==> src/rtl/vx_ipdom_stack_mw_pkg.sv <==
// vx_ipdom_stack_mw_pkg: shared op encoding and sizing helper for the IPDOM stack
package vx_ipdom_stack_mw_pkg;

    typedef enum logic {
        OP_POP  = 1'b0,
        OP_PUSH = 1'b1
    } ipdom_op_e;

    function automatic int log2up(input int n);
        return (n > 1) ? $clog2(n) : 1;
    endfunction

endpackage

==> src/rtl/vx_ipdom_stack_mw_store.sv <==
// vx_ipdom_stack_mw_store: entry RAM, one write port (full entry or set bit only), registered read
module vx_ipdom_stack_mw_store #(
    parameter int DATAW = 65,
    parameter int SIZE  = 32,
    parameter int AW    = 5
) (
    input  logic             clk,
    input  logic             wr_en,
    input  logic             wr_full,
    input  logic [AW-1:0]    wr_addr,
    input  logic [DATAW-1:0] wr_data,
    input  logic             rd_en,
    input  logic [AW-1:0]    rd_addr,
    output logic [DATAW-1:0] rd_data
);

    logic [DATAW-1:0] mem [SIZE];

    // write full entry on push or only the set bit on first pop; read returns pre-write contents
    always_ff @(posedge clk) begin
        if (wr_en) begin
            if (wr_full)
                mem[wr_addr] <= wr_data;
            else
                mem[wr_addr][DATAW-1] <= 1'b1;
        end
        if (rd_en)
            rd_data <= mem[rd_addr];
    end

endmodule

==> src/rtl/vx_ipdom_stack_mw.sv <==
// vx_ipdom_stack_mw: per-warp IPDOM reconvergence stacks; IPDOM_STACK_ERR_EN enables sticky error tracking
module vx_ipdom_stack_mw
    import vx_ipdom_stack_mw_pkg::*;
#(
    parameter int WIDTH     = 32,
    parameter int DEPTH     = 8,
    parameter int NUM_WARPS = 4,
    localparam int ADDRW    = log2up(DEPTH),
    localparam int WIDW     = log2up(NUM_WARPS)
) (
    input  logic                 clk,
    input  logic                 reset_n,
    input  logic                 req_valid,
    output logic                 req_ready,
    input  logic [WIDW-1:0]      req_wid,
    input  logic                 req_push,
    input  logic [WIDTH-1:0]     req_q0,
    input  logic [WIDTH-1:0]     req_q1,
    input  logic                 flush_valid,
    input  logic [WIDW-1:0]      flush_wid,
    output logic                 rsp_valid,
    output logic [WIDW-1:0]      rsp_wid,
    output logic [WIDTH-1:0]     rsp_data,
    output logic                 rsp_set,
    output logic [NUM_WARPS-1:0] empty,
    output logic [NUM_WARPS-1:0] full,
    output logic [NUM_WARPS-1:0] err
);

    typedef struct packed {
        logic             set;
        logic [WIDTH-1:0] q1;
        logic [WIDTH-1:0] q0;
    } entry_t;

    logic [ADDRW:0]     cnt [NUM_WARPS];
    logic [NUM_WARPS-1:0] top_set;
    logic [DEPTH-1:0]   set_q [NUM_WARPS];
    logic [ADDRW:0]     cur_cnt;
    logic [ADDRW-1:0]   top_ptr, nxt_ptr;
    logic               cur_top, next_top, fire, is_push, bad, do_push, do_pop;
    entry_t             wr_data, rd_data;

    assign req_ready = !(flush_valid && flush_wid == req_wid);
    assign fire      = req_valid && req_ready;
    assign is_push   = req_push == OP_PUSH;
    assign do_push   = fire && is_push && !bad;
    assign do_pop    = fire && !is_push && !bad;
    assign wr_data   = '{set: 1'b0, q1: req_q1, q0: req_q0};
    assign rsp_data  = rd_data.set ? rd_data.q0 : rd_data.q1;
    assign rsp_set   = !rd_data.set;

    // selected warp's pointer view; the post-pop top_set comes from the register mirror, not RAM
    always_comb begin
        cur_cnt  = cnt[req_wid];
        cur_top  = top_set[req_wid];
        top_ptr  = cur_cnt[ADDRW-1:0] - ADDRW'(1);
        nxt_ptr  = cur_cnt[ADDRW-1:0] - ADDRW'(2);
        next_top = (cur_cnt > (ADDRW+1)'(1)) && set_q[req_wid][nxt_ptr];
    end

    // per-warp status flags
    always_comb begin
        empty = '0;
        full  = '0;
        for (int w = 0; w < NUM_WARPS; w++) begin
            empty[w] = cnt[w] == '0;
            full[w]  = cnt[w] == (ADDRW+1)'(DEPTH);
        end
    end

    // entry counts and top_set per warp; flush overrides the same-cycle update of its warp
    always_ff @(posedge clk or negedge reset_n) begin
        if (!reset_n) begin
            for (int w = 0; w < NUM_WARPS; w++)
                cnt[w] <= '0;
            top_set <= '0;
        end else begin
            if (do_push) begin
                cnt[req_wid]     <= cur_cnt + (ADDRW+1)'(1);
                top_set[req_wid] <= 1'b0;
            end
            if (do_pop) begin
                if (!cur_top)
                    top_set[req_wid] <= 1'b1;
                else begin
                    cnt[req_wid]     <= cur_cnt - (ADDRW+1)'(1);
                    top_set[req_wid] <= next_top;
                end
            end
            if (flush_valid) begin
                cnt[flush_wid]     <= '0;
                top_set[flush_wid] <= 1'b0;
            end
        end
    end

    // register copy of each entry's set bit so pointer logic never waits on RAM reads
    always_ff @(posedge clk) begin
        if (do_push)
            set_q[req_wid][cur_cnt[ADDRW-1:0]] <= 1'b0;
        if (do_pop && !cur_top)
            set_q[req_wid][top_ptr] <= 1'b1;
    end

    // response tag aligned with the registered RAM read
    always_ff @(posedge clk or negedge reset_n) begin
        if (!reset_n) begin
            rsp_valid <= 1'b0;
            rsp_wid   <= '0;
        end else begin
            rsp_valid <= do_pop;
            if (do_pop)
                rsp_wid <= req_wid;
        end
    end

`ifdef IPDOM_STACK_ERR_EN
    assign bad = fire && (is_push ? cur_cnt == (ADDRW+1)'(DEPTH) : cur_cnt == '0);

    // sticky error per warp, cleared by flush
    always_ff @(posedge clk or negedge reset_n) begin
        if (!reset_n)
            err <= '0;
        else begin
            if (bad)
                err[req_wid] <= 1'b1;
            if (flush_valid)
                err[flush_wid] <= 1'b0;
        end
    end
`else
    assign bad = 1'b0;
    assign err = '0;

    // illegal operations are undefined here; catch them in simulation
    always_ff @(posedge clk) begin
        if (reset_n && fire)
            assert (is_push ? cur_cnt != (ADDRW+1)'(DEPTH) : cur_cnt != '0);
    end
`endif

    vx_ipdom_stack_mw_store #(
        .DATAW ($bits(entry_t)),
        .SIZE  (NUM_WARPS * DEPTH),
        .AW    (WIDW + ADDRW)
    ) store (
        .clk     (clk),
        .wr_en   (do_push || (do_pop && !cur_top)),
        .wr_full (do_push),
        .wr_addr ({req_wid, do_push ? cur_cnt[ADDRW-1:0] : top_ptr}),
        .wr_data (wr_data),
        .rd_en   (do_pop),
        .rd_addr ({req_wid, top_ptr}),
        .rd_data (rd_data)
    );

endmodule

==> config.mk <==
export PLATFORM = sky130hd
export DESIGN_NAME = vx_ipdom_stack_mw
export DESIGN_NICKNAME = d
export VERILOG_FILES = /design/src/rtl/vx_ipdom_stack_mw_pkg.sv /design/src/rtl/vx_ipdom_stack_mw_store.sv /design/src/rtl/vx_ipdom_stack_mw.sv
export SDC_FILE = /design/constraint.sdc
export NUM_CORES = 2
export LEC_CHECK = 0
export ABC_AREA = 1
export CAP_MARGIN = 30
export CORE_UTILIZATION = 55
export CTS_CLUSTER_SIZE = 8
export DETAILED_ROUTE_END_ITERATION = 6
export GPL_ROUTABILITY_DRIVEN = 0
export PLACE_DENSITY = 0.71
export SLEW_MARGIN = 20
export SYNTH_ARGS = -nofsm -noshare
export SYNTH_HDL_FRONTEND = slang
export SYNTH_SLANG_ARGS = --single-unit
==> constraint.sdc <==
create_clock -name clk -period 6.59 [get_ports clk]
set_input_delay 1.318 -clock clk [delete_from_list [all_inputs] [get_ports clk]]
set_output_delay 1.318 -clock clk [all_outputs]
set_load 0.005 [all_outputs]
Word level (Yosys, flattened, before mapping)
Memories as Yosys holds them, arrays and structs flattened. A register that Yosys moved wholly into a read port is not among the register bits.
Cells that the tools add are included.
{"block": "classes", "mux": 50, "add_sub_neg": 4, "n_reduce_logical": 21, "order_cmp": 14, "eq_ne": 5, "bitwise_logic": 18}
{"operator": "$mux 16", "count": 4}
{"operator": "$bwmux 16", "count": 2}
{"operator": "$mux 32", "count": 1}
{"operator": "$mux 4", "count": 8}
{"operator": "$mux 1", "count": 22}
{"operator": "$and 16x16->16", "count": 1}
{"operator": "$demux 4 s2", "count": 2}
{"operator": "$eq 4x4->1 const B", "count": 4}
{"operator": "$logic_not 4->1", "count": 4}
{"operator": "$mux 8", "count": 2}
{"operator": "$not 16->16", "count": 1}
{"operator": "$logic_and 1x1->1", "count": 12}
{"operator": "$lt 3x4->1 const B", "count": 3}
{"operator": "$or 1x1->1", "count": 9}
{"operator": "$and 4x4->4", "count": 2}
{"operator": "$bmux 4 s2", "count": 1}
{"operator": "$not 4->4", "count": 2}
{"operator": "$demux 1 s3", "count": 2}
{"operator": "$ge 3x1->1 const B", "count": 2}
{"operator": "$ge 3x3->1 const B", "count": 2}
{"operator": "$lt 2x3->1 const B", "count": 2}
{"operator": "$lt 3x1->1 const B", "count": 2}
{"operator": "$not 2->3", "count": 2}
{"operator": "$add 4x1->4 const B", "count": 1}
{"operator": "14 further kinds", "count": 19}
{"block": "word_totals", "n_memories": 2, "input_bits": 73, "ram_bits": 2112, "word_cells": 121, "register_bits": 23, "output_inout_bits": 49}
{"memory": "store.mem", "words": 32, "width": 65, "rd": 1, "rd_clocked_by_memory_dff": 1, "wr": 1, "line_no": "vx_ipdom_stack_mw_store.sv:17", "source": "logic [DATAW-1:0] mem [SIZE];"}
{"memory": "set_q", "words": 4, "width": 8, "rd": 1, "rd_clocked_by_memory_dff": 0, "wr": 1, "line_no": "vx_ipdom_stack_mw.sv:38", "source": "logic [DEPTH-1:0] set_q [NUM_WARPS];"}

Depth between registers and ports, before layout
{"block": "depth", "ltp_word": 13, "ltp_mapped": 20, "mapped_depth_nobuf": 16}

Hierarchy
From an unflattened synthesis, not the netlist that was laid out.
{"block": "hier_totals", "cells_unflattened": 7482, "hier_area_um2": 89395.7}
{"mod": "vx_ipdom_stack_mw_store", "cells_per_inst": 6898, "area_per_inst_um2": 85310.6, "instances": 1}
{"mod": "vx_ipdom_stack_mw", "cells_per_inst": 584, "area_per_inst_um2": 4085.2, "instances": 1}

Worst setup path after synthesis
OpenSTA, ideal clock, no wires.
{"block": "synth_path", "path_type": "in2reg", "startpoint": "in req_wid[1]", "endpoint": "mem store.mem[10][0] (enable)", "setup_slack_ps": 210, "setup_ps": 486, "stages": 16, "path_buffers": 4, "t_arrival_ps": 5894, "path_cell_list": "buf_4 > nor2_4 > nand2_1 > nand2_1 > nor2_4 > buf_4 > buf_2 > ha_1 > clkbuf_1 > inv_2 > nand2_1 > o21ai_4 > inv_2 > nor2_4 > nand2_1 > nor2_1"}
{"block": "synth_via", "elab_chain_cells": 9}
{"element": "start: declaration", "line_no": "vx_ipdom_stack_mw.sv:15", "source": "input logic [WIDW-1:0] req_wid,"}
{"element": "branches (longest 9 deep; another with $sub 3x1->3)"}
{"element": "end: declaration", "line_no": "vx_ipdom_stack_mw_store.sv:17"}
Parallel ways; which one is timed is not known. The select of a mux whose other input is x is not followed.

Final worst setup path
{"block": "layout_path", "startpoint": "reg store.rd_data[64] (read register of store.mem)", "endpoint": "out rsp_data[18]"}
{"block": "layout_via", "elab_chain_cells": 1}
{"element": "start: declaration", "line_no": "vx_ipdom_stack_mw_store.sv:14", "source": "output logic [DATAW-1:0] rd_data"}
{"element": "$mux 32", "line_no": "vx_ipdom_stack_mw.sv:50", "source": "assign rsp_data = rd_data.set ? rd_data.q0 : rd_data.q1;"}
{"element": "end: declaration", "line_no": "vx_ipdom_stack_mw.sv:23", "source": "output logic [WIDTH-1:0] rsp_data,"}
Every way passes these cells.

==> summary.txt <==
Global route
  • Number of global-route vias before repair: 64,800
  • Grt met1 use: 41.68%
  • Remaining global-route overflow: 0
  • Met2 layer usage reported by global route: 48.71%
  • First-pass GRT wire length: 397,500 um
  • Initial antenna violation count: 13
  • Global Route met3 Usage: 5.587%
  • Maximum number of pins on one net before global-route repair: 198
  • Busiest grt layer: met2
  • Global Route Usage Sum: 30.65%

Power
  • Static Leak: 44.65 nW
  • IR Drop Worst-Case VDD: 0.0002556 V
  • Power density relative to cell area: 363.8 mW/mm^2

Finish
  • Most common cell after layout, fill and taps aside: nand2_1
  • Final core occ: 63.04%
  • Area of combinational cells with multiple inputs: 0.02534 sq mm
  • Net count, final: 9,542
  • Area taken by flip-flops and latches: 0.06595 sq mm
  • Area of all placed cells without fillers: 0.1070 sq mm
  • Commonest cells after routing, fill and taps aside: nand2_1, edfxtp_1, nand3_1
  • Fill cells: 12,880
  • Fraction of final layout cells with drive strength greater than 1: 6.467%
  • Syn-to-layout area delta: 13.63%

STA
  • Highest clock frequency the design can meet: 208.8 MHz
  • Slew Limit Headroom: 21.08%
  • Final Critical Period: 4789 ps
  • Sum of negative setup slack: 0 ps
  • Number of failing hold endpoints at the final stage: 0
  • Final Hold Slack: 485.9 ps
  • Final period utilization: 72.67%
  • Number of setup violations in the final report: 0
  • Pins over their slew limit: 0
  • Final Skew: 75.55 ps
  • Setup repair after global routing missed its margin: no
  • Tightest Pin Transition: 1184 ps

Synthesis
  • Syn avg cell area: 10.08 sq um
  • FF+latch count, synth: 2,200
  • Number of distinct library cell variants in the gate-level netlist after synthesis: 35
  • Fraction of the yosys area taken by sequential cells: 70.07%
  • Mapped Cells: 9,334
  • Syn Std Cell Area: 0.09412 sq mm
  • Yosys warning total: 0

Floorplan
  • Die H: 415.7 um
  • Core footprint: 0.1697 sq mm
  • Die Width: 415.7 um
  • I/O pin total: 122
  • Total Die Area: 0.1728 sq mm
  • Initial cell density of the core: 55.48%
  • Standard-cell row count: 151

Clocking
  • Hold-fix buffers at CTS: 0
  • Post-CTS repair timing setup buffer count: 0
  • Clock-pin slew on the worst setup and hold paths: 50 ps
  • Number of buffers created by CTS: 325
  • Bufs on Longest Clock Path: 4
  • Worst-skew pair later-pin latency: 950 ps
  • CTS HTree Levels: 5
  • Gates resized, CTS repair: 0
  • Clock tree from TritonCTS: yes
  • Clock Tree Root: clkbuf_16
  • Total clock sinks: 2,200

Critical path
  • CP max FO: 33
  • Delay contributed by the slowest stage of the critical path: 530 ps
  • Data required time of the worst path: 5270 ps
  • Cells along the critical path: buf_4, inv_1, buf_4, nand2_1, nand2_1, clkdlybuf4s50_1
  • Flop-to-flop setup slack: 2930 ps
  • Startpoint type of the worst setup path: flip-flop
  • Critical Setup Path Class: reg -> out
  • Total buffers and inverters traversed by the critical path: 4
  • Category of the worst setup path capture point: output port
  • CP Data Arrival Time: 3470 ps
  • Cell family with the largest share of critical-path delay: buffers and inverters
  • CP max stage cell: clkdlybuf4s50_1
  • Depth of the most critical reg-to-reg path: 12
  • Reg-to-Reg Start: cnt[9]
  • Critical R2R Capture: store.mem[22][25]

Status
  • Run status: complete, no violations

Drt
  • Routed WL per cell: 22.74 um
  • First-iteration detailed-routing DRC count: 8,294
  • Vias: 67,030
  • Number of DRC violations after detailed routing: 0
  • DR pass1 iterations: 6
  • Ratio of routed vias to standard cells: 5.720
  • Total detailed-routing wirelength: 266,500 um
  • Post-detailed-route count of antenna-violating nets: 0

Hold path
  • Hold path endpoint: rsp_wid[1]
  • Hold Crit Start: rsp_wid[1]
  • Hold path cells: 2
  • Worst Hold Class: reg -> reg

Placement
  • Post-DP HPWL: 133,100 um
  • Count of buffers inserted at the top-level ports: 117
  • Cell area reported after detailed placement: 0.09831 sq mm

Job
  • Max cap viols: 0
-- power by group --
part	total (mW)	internal [mW]	switching, mW
registers	15.9	15.7	0.156
clock network	14.4	8.88	5.53
logic	8.59	2.30	6.29
-- logic make-up after synthesis --
kind of cell,count (synthesis),synth area share (%)
other cells,1,0.003984
compound gates,66,0.3735
flops,2200,70.07
fa+ha+maj,8,0.1063
simple gates,6358,26.04
xor+xnor,6,0.05583
buf+inv,695,3.359
-- synthesized netlist by cell type, drive strengths merged --
| master | instances | share of area, % |
|---|---|---|
| a21oi | 35 | 0.19 |
| and2 | 12 | 0.080 |
| buf | 345 | 2.0 |
| clkbuf | 154 | 0.61 |
| conb | 1 | 0.0040 |
| dfrtp | 23 | 0.61 |
| edfxtp | 2177 | 69 |
| ha | 8 | 0.11 |
| inv | 196 | 0.79 |
| nand2 | 5840 | 23 |
| nand3 | 357 | 1.9 |
| nand4 | 2 | 0.027 |
| nor2 | 128 | 0.57 |
| nor3 | 15 | 0.090 |
| o211ai | 1 | 0.0080 |
| o21ai | 27 | 0.16 |
| o22ai | 3 | 0.020 |
| or2 | 4 | 0.027 |
| xnor2 | 4 | 0.037 |
| xor2 | 2 | 0.019 |
-- how the worst max path moves through the flow --
| stage | startpoint | to | slack (ps) | depth (start not counted) |
|---|---|---|---|---|
| 6_report | store.rd_data[64] | rsp_data[18] | 1800 | 6 |
| 5_1_grt | req_wid[1] | store.mem[22][25] | 1740 | 15 |
| 4_1_cts | store.rd_data[64] | rsp_data[11] | 1780 | 6 |
| 3_5_place_dp | req_wid[1] | store.mem[22][39] | 1030 | 15 |
| 3_3_place_gp | req_wid[1] | store.mem[22][39] | 1140 | 15 |
| 2_1_floorplan | req_wid[1] | store.mem[10][0] | 210 | 16 |
-- routing by layer --
metal  up-vias  share of wire [%]  wire length (um)
met1     32040                 38            102300
met2      4016                 47            124000
met5         -             0.0086                23
li1      30360                  -                 -
met4         4                4.1             11040
met3       609                 11             29120
-- final cells by class --
| class | count | share of cell area (%) |
|---|---|---|
| flip-flops and latches | 2200 | 61.66 |
| multi-input cells | 6442 | 23.69 |
| clock buffers | 354 | 7.905 |
| repair buffers | 296 | 3.352 |
| well taps | 2218 | 2.595 |
| inverters | 196 | 0.7136 |
| clock inverters | 7 | 0.07136 |
| diodes | 6 | 0.01404 |
-- registers in the layout, indices dropped and copies added, names as in the netlist --
| register | cells |
|---|---|
| store.mem | 2080 |
| store.rd_data | 65 |
| set_q | 32 |
| cnt | 16 |
| top_set | 4 |
| rsp_wid | 2 |
| rsp_valid | 1 |
-- worst min-delay path: stages, from the launching register on --
cell     delay, ps
dfrtp_1        340
nand2_1         50
nand2_1         50
-- stage by stage --
step / setup slack [ps] / cells / power, mW
after CTS: 1783 / 11710 / 38.90
after global routing: 1738 / 11720 / 40.44
final: 1801 / 11720 / 38.91
after floorplan: 210.2 / 9337 / 21.76
after global placement: 1139 / 11310 / 24.42
after detailed placement: 1032 / 11340 / 24.53
Note: power is estimated with default switching activity, not from simulation.
